### config.mk
export PLATFORM = sky130hd
export DESIGN_NAME = hilo_mult_unit
export DESIGN_NICKNAME = d
export VERILOG_FILES = /design/src/rtl/hilo_mult_unit.sv
export SDC_FILE = /design/constraint.sdc
export NUM_CORES = 1
export LEC_CHECK = 0
export ABC_AREA = 1
export CAP_MARGIN = 25
export CORE_MARGIN = 2
export CORE_UTILIZATION = 42
export CTS_CLUSTER_SIZE = 24
export DETAILED_ROUTE_END_ITERATION = 6
export PLACE_DENSITY = 0.77
export SLEW_MARGIN = 20
export SYNTH_ARGS = -nofsm -noshare
export SYNTH_HDL_FRONTEND = slang
export SYNTH_SLANG_ARGS = --single-unit
### constraint.sdc
create_clock -name clk -period 1.26 [get_ports clk]
set_clock_uncertainty 0.1 [all_clocks]
set_input_delay 0.252 -clock clk [delete_from_list [all_inputs] [get_ports clk]]
set_output_delay 0.252 -clock clk [all_outputs]
set_load 0.05 [all_outputs]
### src/rtl/hilo_mult_unit.sv
// HI/LO multiply control: MULT/MADD commit LAT edges after accept, MTHI/MTLO write in one edge.
// op_ready drops while busy or flushed; HILO_MADD_EN enables the op 11 accumulate path.
module hilo_mult_unit #(
  parameter int WL  = 32,
  parameter int LAT = 2
) (
  input  logic            clk,
  input  logic            rst_n,
  input  logic            op_valid,
  input  logic [1:0]      op_code,
  input  logic [WL-1:0]   op_a,
  input  logic [WL-1:0]   op_b,
  input  logic            flush,
  output logic            op_ready,
  output logic [WL-1:0]   mul_a,
  output logic [WL-1:0]   mul_b,
  input  logic [2*WL-1:0] mul_prod,
  output logic [WL-1:0]   hi,
  output logic [WL-1:0]   lo,
  output logic            busy,
  output logic            done
);
  localparam int CW = $clog2(LAT + 1);

  typedef enum logic {IDLE, RUN} state_t;

  state_t          state;
  logic [CW-1:0]   cnt;
  logic [2*WL-1:0] final_prod;
  logic            accept;
  logic            start_mul;
`ifdef HILO_MADD_EN
  logic            is_madd;
`endif

  assign op_ready = ~busy & ~flush;
  assign accept   = op_valid & op_ready;

`ifdef HILO_MADD_EN
  assign start_mul = accept & ((op_code == 2'b00) | (op_code == 2'b11));
`else
  assign start_mul = accept & (op_code == 2'b00);
`endif

  // Product stages only advance in RUN; a flush simply never consumes them.
  generate
    if (LAT == 1) begin : g_direct
      assign final_prod = mul_prod;
    end else begin : g_pipe
      logic [2*WL-1:0] pipe [LAT-1];
      always_ff @(posedge clk or negedge rst_n) begin
        if (!rst_n) begin
          for (int i = 0; i < LAT - 1; i++) pipe[i] <= '0;
        end else if (state == RUN) begin
          pipe[0] <= mul_prod;
          for (int i = 1; i < LAT - 1; i++) pipe[i] <= pipe[i-1];
        end
      end
      assign final_prod = pipe[LAT-2];
    end
  endgenerate

  always_ff @(posedge clk or negedge rst_n) begin
    if (!rst_n) begin
      state   <= IDLE;
      cnt     <= '0;
      mul_a   <= '0;
      mul_b   <= '0;
      hi      <= '0;
      lo      <= '0;
      busy    <= 1'b0;
      done    <= 1'b0;
`ifdef HILO_MADD_EN
      is_madd <= 1'b0;
`endif
    end else begin
      done <= 1'b0;
      case (state)
        IDLE: begin
          if (start_mul) begin
            mul_a   <= op_a;
            mul_b   <= op_b;
            cnt     <= CW'(LAT);
            state   <= RUN;
            busy    <= 1'b1;
`ifdef HILO_MADD_EN
            is_madd <= (op_code == 2'b11);
`endif
          end else if (accept && op_code == 2'b01) begin
            hi <= op_a;
          end else if (accept && op_code == 2'b10) begin
            lo <= op_a;
          end
        end
        RUN: begin
          if (flush) begin
            state <= IDLE;
            busy  <= 1'b0;
            cnt   <= '0;
          end else if (cnt == CW'(1)) begin
`ifdef HILO_MADD_EN
            if (is_madd) {hi, lo} <= {hi, lo} + final_prod;
            else         {hi, lo} <= final_prod;
`else
            {hi, lo} <= final_prod;
`endif
            state <= IDLE;
            busy  <= 1'b0;
            done  <= 1'b1;
            cnt   <= '0;
          end else begin
            cnt <= cnt - CW'(1);
          end
        end
        default: state <= IDLE;
      endcase
    end
  end
endmodule

* Word-level counts from Yosys, hierarchy flattened
Cells that the tools add are included.
** Word-level totals
- Flip-flop bits (word level) :: 197
- Bits of input ports :: 134
- Output and inout bits :: 131
- Word-level logic and storage cells :: 60
** Cells by class
- $add $sub $neg :: 1
- Equal/unequal tests :: 11
- Muxes and demuxes :: 26
- Bitwise gates (word level) :: 6
- Reductions and logical operators :: 7
** Operator list (count)
- 32-bit two-way mux :: 9
- 32-bit one-hot mux with 2 select lines :: 2
- 2-bit inequality test (second input constant) :: 6
- 1-bit two-way mux :: 9
- 2-bit two-way mux :: 3
- 5-bit AND reduction :: 1
- 2-bit by 1-bit equality test with 1-bit output (second input constant) :: 2
- 1-bit one-hot mux with 2 select lines :: 2
- 2-bit one-hot mux with 2 select lines :: 1
- 2-bit AND reduction :: 2
- 4-bit AND reduction :: 1
- 1-bit AND :: 3
- 3-bit by 2-bit inequality test with 1-bit output (second input constant) :: 1
- 1-bit inverter :: 3
- 2-bit equality test (second input constant) :: 1
- 1-bit logical AND :: 2
- 2-bit logical NOT :: 1
- 2-bit by 1-bit inequality test with 1-bit output (second input constant) :: 1
- 2-bit by 1-bit subtractor with 2-bit output (second input constant) :: 1

* Logic depth before layout (Yosys ltp)
Gate-level depths: netlist of run 1.
- Depth after elaboration :: 8
- Gate-level depth with buffers :: 10
- Mapped depth without buffers :: 8

* Worst setup path after synthesis of run 1
Ideal clock, no wire load.
- Path kind :: reg2reg
- From :: register busy
- To :: register mul_b[10]
- Setup time :: 0.118 ns
- Data arrival time :: 1.365 ns
- Path slack :: -0.323 ns
- Cell stages (with the launch flop) :: 9
- Period minus slack after synthesis :: 1.583 ns
- Path through :: dfrtp_1 > inv_1 > nand2_2 > nor2_4 > nand3_2 > buf_6 > buf_6 > nand2_1 > nand2_1
** On the way
- Cells in the longest elaborated chain, start to end :: 5
** Ends and longest elaborated chain
- start, declared :: RTL line 20 : output logic busy,
- start signal, assigned :: RTL line 71 : busy <= 1'b0;
- start signal, assigned :: RTL line 85 : busy <= 1'b1;
- start signal, assigned :: RTL line 98 : busy <= 1'b0;
- 1-bit inverter :: RTL line 36 : assign op_ready = ~busy & ~flush;
- 1-bit AND :: RTL line 36
- 1-bit AND :: RTL line 37 : assign accept = op_valid & op_ready;
- 1-bit AND :: RTL line 42 : assign start_mul = accept & (op_code == 2'b00);
- 2-bit AND reduction (no source line)
- end signal, assigned :: RTL line 82 : mul_b <= op_b;
- end, declared :: RTL line 16 : output logic [WL-1:0] mul_b,
Every way passes these cells.
A chain may end at the register's enable or synchronous reset.

* Final worst setup path of run 1
- From :: register state
- To :: register lo[23]
** On the way
- Cells in the longest elaborated chain, start to end :: 3
- Elaborated cells on any way between the ends :: 8
** Ends and longest elaborated chain
- start, declared :: RTL line 27 : state_t state;
- start signal, assigned :: RTL line 65 : state <= IDLE;
- start signal, assigned :: RTL line 84 : state <= RUN;
- start signal, assigned :: RTL line 97 : state <= IDLE;
- 1-bit inverter (no source line)
- 2-bit inequality test (no source line)
- 5-bit AND reduction (no source line)
- end signal, assigned :: RTL line 92 : lo <= op_a;
- end signal, assigned :: RTL line 105 : {hi, lo} <= final_prod;
- end, declared :: RTL line 19 : output logic [WL-1:0] lo,
Several ways; a longest one is shown, not always the timed one.

==> flow_metrics.env, run 1 <==
export IMPL_floorplan_io_pins=265
export IMPL_netlist_top_cell_by_area="sky130_fd_sc_hd__dfrtp_1"
export IMPL_clock_latency_ns=0.44
export IMPL_timing_setup_tns_ns=-72.93
export IMPL_synthXorXnorAreaFrac_pct=0
export IMPL_syn_mean_instance_area_um2=8.79
export IMPL_die_y_um=143
export IMPL_critical_path_top_delay_family="flip-flops"
export IMPL_power_switching_share_pct=42.8
export IMPL_grt_start_max_net_pins=51
export IMPL_r2r_cells=8
export IMPL_place_gp_congestion=0.830
export IMPL_synthSimpleGateAreaFrac_pct=21.7
export IMPL_synth_nets=1061
export IMPL_drt_pass1_iterations=5
export IMPL_critical_path_reg2reg_startpoint="state"
export IMPL_die_x_um=143
export IMPL_fillCellCount=850
export IMPL_outcome="finished, violations left"
export IMPL_vias_per_cell=5.48
export IMPL_detail_route_drc_violations=0
export IMPL_synthesis_instances=926
export IMPL_drt_wl_total_um=37300
export IMPL_setup_reg_to_reg_worst_slack_ns=-0.53
export IMPL_antenna_found_initial=0
export IMPL_criticalPathCategory="flop to flop"
export IMPL_max_cap_violations=0
export IMPL_area_fraction_in_compound_gates_after_synthesis_pct=10.1
export IMPL_total_global_routing_track_utilization_pct=30.1
export IMPL_p_total_mw=44.1
export IMPL_holdCritPathClass="input port to async pin"
export IMPL_fin_ws_ns=-0.535
export IMPL_post_synth_instance_area_um2=8140
export IMPL_clkPwrFrac_pct=13.2
export IMPL_finalHoldViolCount=0
export IMPL_power_per_cell_area_nw_per_um2=2700
export IMPL_hpwl_um=18100
export IMPL_worst_path_most_repeated_cell="sky130_fd_sc_hd__buf_12"
export IMPL_final_nets=1501
export IMPL_synth_top_family_by_area="simple AND/OR/NAND/NOR gates"
export IMPL_layout_worst_path_cycle_share_pct=142
export IMPL_fp_dieArea_um2=20500
export IMPL_min_period_ns=1.79
export IMPL_rsz0062_at_grt="yes"
export IMPL_cts_tree="yes"
export IMPL_cts_root_to_sink_buffers=2
export IMPL_post_synth_adder_cell_area_pct=0.154
export IMPL_cp_depth=8
export IMPL_final_setup_viol_count=320
export IMPL_floorplan_core_area_um2=18900
export IMPL_dp_cells=1447
export IMPL_post_synth_num_cell_types=19
export IMPL_clock_sinks=197
export IMPL_placement_io_buffers=264
export IMPL_worst_path_largest_cell_delay_ns=0.54
export IMPL_critical_path_required_ns=1.54
export IMPL_grt_pass1_vias=8451
export IMPL_worst_setup_path_start_kind="flop"
export IMPL_post_drt_wl_per_cell_um=22.7
export IMPL_slew_limit_headroom_pct=71.7
export IMPL_ir_worst_vdd_v=0.00188
export IMPL_cts_root_buf="sky130_fd_sc_hd__clkbuf_16"
export IMPL_synth_seq_area_share_pct=60.6
export IMPL_slew_violations=0
export IMPL_timing_critical_path_cells="inv_4 -> buf_12 -> buf_12 -> buf_12 -> nand2_1 -> o21ai_0 -> nand3_1 -> nand2_1"
export IMPL_comb_power_share_pct=58.9
export IMPL_fmax_mhz=557
export IMPL_synth_ff_latch_count=197
export IMPL_slowest_stage="sky130_fd_sc_hd__dfrtp_4"
export IMPL_num_antenna_cells=0
export IMPL_start_util_pct=43.1
export IMPL_drt_first_iter_violations=760
export IMPL_timing_critical_path_to_type="flop"
export IMPL_floorplan_rows=50
export IMPL_grt_first_pass_wirelength_um=46400
export IMPL_cellLeakagePower_nw=7.84
export IMPL_synth_area_mux_share_pct=0
export IMPL_drive_gt1_share_pct=44.2
export IMPL_crit_reg2reg_capture="lo[23]"
export IMPL_cts_made_buffers=17
export IMPL_critPathBufInv=4
export IMPL_final_cell_count_no_fill=1639
export IMPL_htree_num_levels=4
export IMPL_violations="negative setup slack"
export IMPL_transition_time_at_the_pin_with_the_least_slew_margin_ns=0.424
export IMPL_netSwitchingPower_mw=18.8
export IMPL_dr_total_vias=8979
export IMPL_clk_transition_reported_paths_ns=0.08
export IMPL_power_sequential_fraction_pct=27.8
export IMPL_yosysWarnings=0
export IMPL_areaGrowthSynthToFinish_pct=100
export IMPL_ant_nets=0
export IMPL_yosys_area_top_type_share_pct=60.6
export IMPL_timing_critical_path_arrival_ns=2.07
export IMPL_worstPathMaxFanout=11
export IMPL_global_route_congestion_overflow_total=0
export IMPL_power_internal_mw=25.2
export IMPL_netlist_top_cells_area="sky130_fd_sc_hd__dfrtp_1 (61%), sky130_fd_sc_hd__nand2_1 (17%), sky130_fd_sc_hd__o21ai_0 (10%), sky130_fd_sc_hd__nand3_1 (4.1%), sky130_fd_sc_hd__inv_1 (3.1%)"
==> sequential cells by signal (all words and copies together) (netlist names) <==
signal,cells
final_prod,64
hi,32
lo,32
mul_a,32
mul_b,32
cnt,2
busy,1
done,1
state,1
==> metal layers <==
layer	up-vias	GRT usage (%)	routed length [µm]
met3	149	7.04	3070
met5	-	0	0
met2	580	49.9	19100
met1	4422	37.9	13400
li1	3828	-	-
met4	0	12.8	1690
==> through the flow <==
stage | util, % | instance area (µm²) | hold slack [ns] | setup WS [ns]
final | 86.4 | 16300 | 0.230 | -0.535
after global routing | 86.4 | 16300 | 0.247 | -0.543
after CTS | 78.2 | 14800 | 0.240 | -0.344
after detailed placement | 67.1 | 12700 | 0.126 | -0.659
after global placement | 67.1 | 12700 | 0.117 | -0.572
after floorplan | - | 8160 | -0.144 | -0.231
==> power groups by stage <==
stage / sequential (mW) / combinational [mW] / clock [mW]
after global routing: 12.5 / 26.9 / 6.11
after global placement: 11.9 / 20.3 / 0
after CTS: 11.9 / 22.8 / 5.76
final: 12.3 / 26.0 / 5.84
after detailed placement: 12.0 / 20.7 / 0
after floorplan: 17.8 / 3.04 / 0
==> how the worst max path moves through the flow <==
stage                     startpoint        end  slack [ns]
final                          state     lo[23]       -0.53
after global routing           state     lo[23]       -0.54
after CTS                      state  mul_b[17]       -0.34
after detailed placement       flush     lo[27]       -0.66
after global placement         flush     lo[14]       -0.57
after floorplan                 busy  mul_b[10]       -0.23
==> synthesized netlist by cell type, drive strengths merged <==
master	n
buf	40
nand3	69
o211ai	1
inv	72
nor2	5
ha	1
o21ai	162
dfrtp	197
clkbuf	16
nand2	363
==> kinds of logic after synthesis <==
kind of cell,Yosys count
AO/OA/AOI/OAI,163
adder cells (fa/ha/maj),1
buffers and inverters,128
flip-flops,197
AND/OR/NAND/NOR,437
==> layout make-up <==
type / count / area (µm²) / area share, %
well taps: 260 / 325 / 1.99
inverters: 72 / 290 / 1.78
repair buffers: 474 / 6510 / 39.9
clock inverters: 13 / 169 / 1.04
flip-flops and latches: 197 / 4950 / 30.3
clock buffers: 19 / 443 / 2.71
multi-input cells: 604 / 3620 / 22.2
==> what timing repair did <==
action                                  CTS  global route
cloned                                   18            15
buffers inserted                         69            66
hold endpoints to repair                 44             0
pin swaps                                22            49
hold buffers                              1             0
endpoints found under the setup margin  315           315
gates resized for setup                 165           264
==> placed cells by master (no fill, tap or decap), types with 8 or more instances in the layout <==
| master | netlist | routed |
|---|---|---|
| sky130_fd_sc_hd__o21ai_2 | 0 | 29 |
| sky130_fd_sc_hd__buf_8 | 0 | 8 |
| sky130_fd_sc_hd__clkbuf_16 | 0 | 30 |
| sky130_fd_sc_hd__buf_4 | 13 | 137 |
| sky130_fd_sc_hd__o21ai_0 | 162 | 81 |
| sky130_fd_sc_hd__buf_16 | 0 | 10 |
| sky130_fd_sc_hd__nand2_2 | 4 | 99 |
| sky130_fd_sc_hd__o21ai_1 | 0 | 52 |
| sky130_fd_sc_hd__nand2_1 | 358 | 202 |
| sky130_fd_sc_hd__clkdlybuf4s50_1 | 0 | 132 |
| sky130_fd_sc_hd__dfrtp_1 | 197 | 182 |
| sky130_fd_sc_hd__nand3_2 | 2 | 14 |
| sky130_fd_sc_hd__buf_12 | 0 | 160 |
| sky130_fd_sc_hd__dfrtp_2 | 0 | 14 |
| sky130_fd_sc_hd__nand3_1 | 67 | 52 |
| sky130_fd_sc_hd__nand2_4 | 1 | 58 |
| sky130_fd_sc_hd__inv_1 | 68 | 65 |
No activity file was read; power rests on OpenSTA's default activity.
==> run 2: changes to the inputs <==
PLACE_DENSITY = 0.83   (was 0.77)
SLEW_MARGIN = not set   (was 20)
==> flow_metrics.env, run 2 (same netlist as run 1, synthesis figures left out) <==
export IMPL_cellLeakagePower_nw=7.21
export IMPL_vias_per_cell=5.39
export IMPL_commonest_cells_after_routing_fill_and_taps_aside="sky130_fd_sc_hd__nand2_1 (210), sky130_fd_sc_hd__dfrtp_1 (162), sky130_fd_sc_hd__buf_12 (155)"
export IMPL_global_route_congestion_overflow_total=0
export IMPL_ir_worst_vdd_v=0.00194
export IMPL_holdWs_ns=0.199
export IMPL_start_util_pct=43.1
export IMPL_clk_transition_reported_paths_ns=0.07
export IMPL_worstPathMaxFanout=5
export IMPL_finalInstanceArea_um2=15200
export IMPL_htree_num_levels=4
export IMPL_transition_time_at_the_pin_with_the_least_slew_margin_ns=0.702
export IMPL_fillCellCount=1014
export IMPL_place_gp_congestion=0.818
export IMPL_die_x_um=143
export IMPL_cts_root_buf="sky130_fd_sc_hd__clkbuf_16"
export IMPL_drive_gt1_share_pct=40.5
export IMPL_criticalPathCategory="flop to flop"
export IMPL_floorplan_rows=50
export IMPL_hpwl_um=18500
export IMPL_ant_nets=0
export IMPL_placedInstanceArea_um2=12700
export IMPL_detailedPlace_worstSlack_ns=-0.581
export IMPL_drt_first_iter_violations=549
export IMPL_power_per_cell_area_nw_per_um2=2760
export IMPL_violations="negative setup slack"
export IMPL_detail_route_drc_violations=0
export IMPL_fp_dieArea_um2=20500
export IMPL_antenna_found_initial=0
export IMPL_cts_root_to_sink_buffers=2
export IMPL_fin_ws_ns=-0.377
export IMPL_min_period_ns=1.64
export IMPL_floorplan_core_area_um2=18900
export IMPL_finalHoldViolCount=0
export IMPL_slew_limit_headroom_pct=53.2
export IMPL_grt_start_max_net_pins=71
export IMPL_timing_critical_path_arrival_ns=1.89
export IMPL_post_route_util_pct=80.6
export IMPL_final_setup_viol_count=298
export IMPL_outcome="finished, violations left"
export IMPL_most_common_cell_after_layout_fill_and_taps_aside="sky130_fd_sc_hd__nand2_1"
export IMPL_cts_tree="yes"
export IMPL_dr_total_vias=8470
export IMPL_critical_path_required_ns=1.52
export IMPL_holdCritPathClass="input port to async pin"
export IMPL_clock_sinks=197
export IMPL_cts_made_buffers=17
export IMPL_placement_io_buffers=264
export IMPL_num_antenna_cells=0
export IMPL_worst_setup_path_start_kind="flop"
export IMPL_die_y_um=143
export IMPL_drt_wl_total_um=33500
export IMPL_r2r_cells=8
export IMPL_areaGrowthSynthToFinish_pct=87.1
export IMPL_slew_violations=0
export IMPL_total_global_routing_track_utilization_pct=26.0
export IMPL_timing_critical_path_to_type="flop"
export IMPL_final_nets=1432
export IMPL_grt_pass1_vias=7931
export IMPL_fmax_mhz=611
export IMPL_post_drt_wl_per_cell_um=21.3
export IMPL_rsz0062_at_grt="yes"
export IMPL_clock_latency_ns=0.43
export IMPL_floorplan_io_pins=265
export IMPL_largest_reg_flops=64
export IMPL_drt_pass1_iterations=6
export IMPL_max_cap_violations=0
export IMPL_layout_worst_path_cycle_share_pct=130
export IMPL_grt_first_pass_wirelength_um=41200
[run 2: cell count changes in the layout (fill, tap and decap cells not counted), moves of 8 or more]
cell                      previous run  this run
sky130_fd_sc_hd__nand2_1           202       210
sky130_fd_sc_hd__nand3_1            52        67
sky130_fd_sc_hd__nand3_2            14         0
sky130_fd_sc_hd__o21ai_0            81       117
sky130_fd_sc_hd__buf_4             137        93
sky130_fd_sc_hd__dfrtp_1           182       162
sky130_fd_sc_hd__o21ai_1            52        21
sky130_fd_sc_hd__dfrtp_2            14        34
[run 2: final cells by class]
cell class | count | area, µm² | share of cell area [%]
repair buffers | 408 | 5670 | 37.2
well taps | 260 | 325 | 2.14
multi-input cells | 601 | 3420 | 22.5
clock buffers | 23 | 478 | 3.14
flip-flops and latches | 197 | 4980 | 32.7
inverters | 72 | 290 | 1.91
clock inverters | 9 | 68.8 | 0.452
[run 2: critical path: stages, from the launching register on]
cell,delay (ns)
sky130_fd_sc_hd__dfrtp_4,0.52
sky130_fd_sc_hd__inv_6,0.10
sky130_fd_sc_hd__buf_12,0.12
sky130_fd_sc_hd__buf_6,0.14
sky130_fd_sc_hd__buf_12,0.12
sky130_fd_sc_hd__nand2_1,0.12
sky130_fd_sc_hd__o21ai_0,0.13
sky130_fd_sc_hd__nand3_1,0.11
sky130_fd_sc_hd__nand2_1,0.11
[run 2: repair_timing]
action / 4_1_cts / 5_1_grt
gates cloned: 4 / 15
hold buffers: 1 / 0
setup buffers: 8 / 68
gates resized for setup: 77 / 269
setup endpoints to repair: 298 / 300
hold endpoints to repair: 178 / 0
pin swaps: 12 / 42
[run 2: power breakdown]
part           leakage (nW)  internal, mW  switching [mW]  total, mW
clock                 0.264          2.71            2.45       5.16
combinational          4.54          11.7            12.7       24.4
sequential             2.40          9.44            2.96       12.4
total                  7.21          23.8            18.1       42.0
[run 2: layer usage]
layer | wire length (µm) | GRT usage (%)
met1 | 12000 | 32.3
met2 | 17100 | 43.0
met3 | 2930 | 6.54
met4 | 1440 | 11.7
met5 | 0 | 0
[run 2: stage by stage]
step	TNS [ns]	total power, mW	std cells
after global placement	-67.74	32.2	1445
after global routing	-76.68	43.5	1570
after detailed placement	-74.14	32.8	1445
final	-62.58	42.0	1570
after floorplan	-24.09	20.9	926
after CTS	-58.26	38.4	1490
[run 2: worst paths after layout]
kind / from / to / slack (ns)
setup / recovery: state / lo[23] / -0.38
hold / removal: rst_n / lo[28] / 0.20
setup reg to reg: state / lo[23] / -0.38
hold reg to reg: final_prod[41] / final_prod[41] / 0.42
max in group asynchronous: rst_n / mul_a[25] / 0.27
min in group clk: op_b[14] / mul_b[14] / 0.27
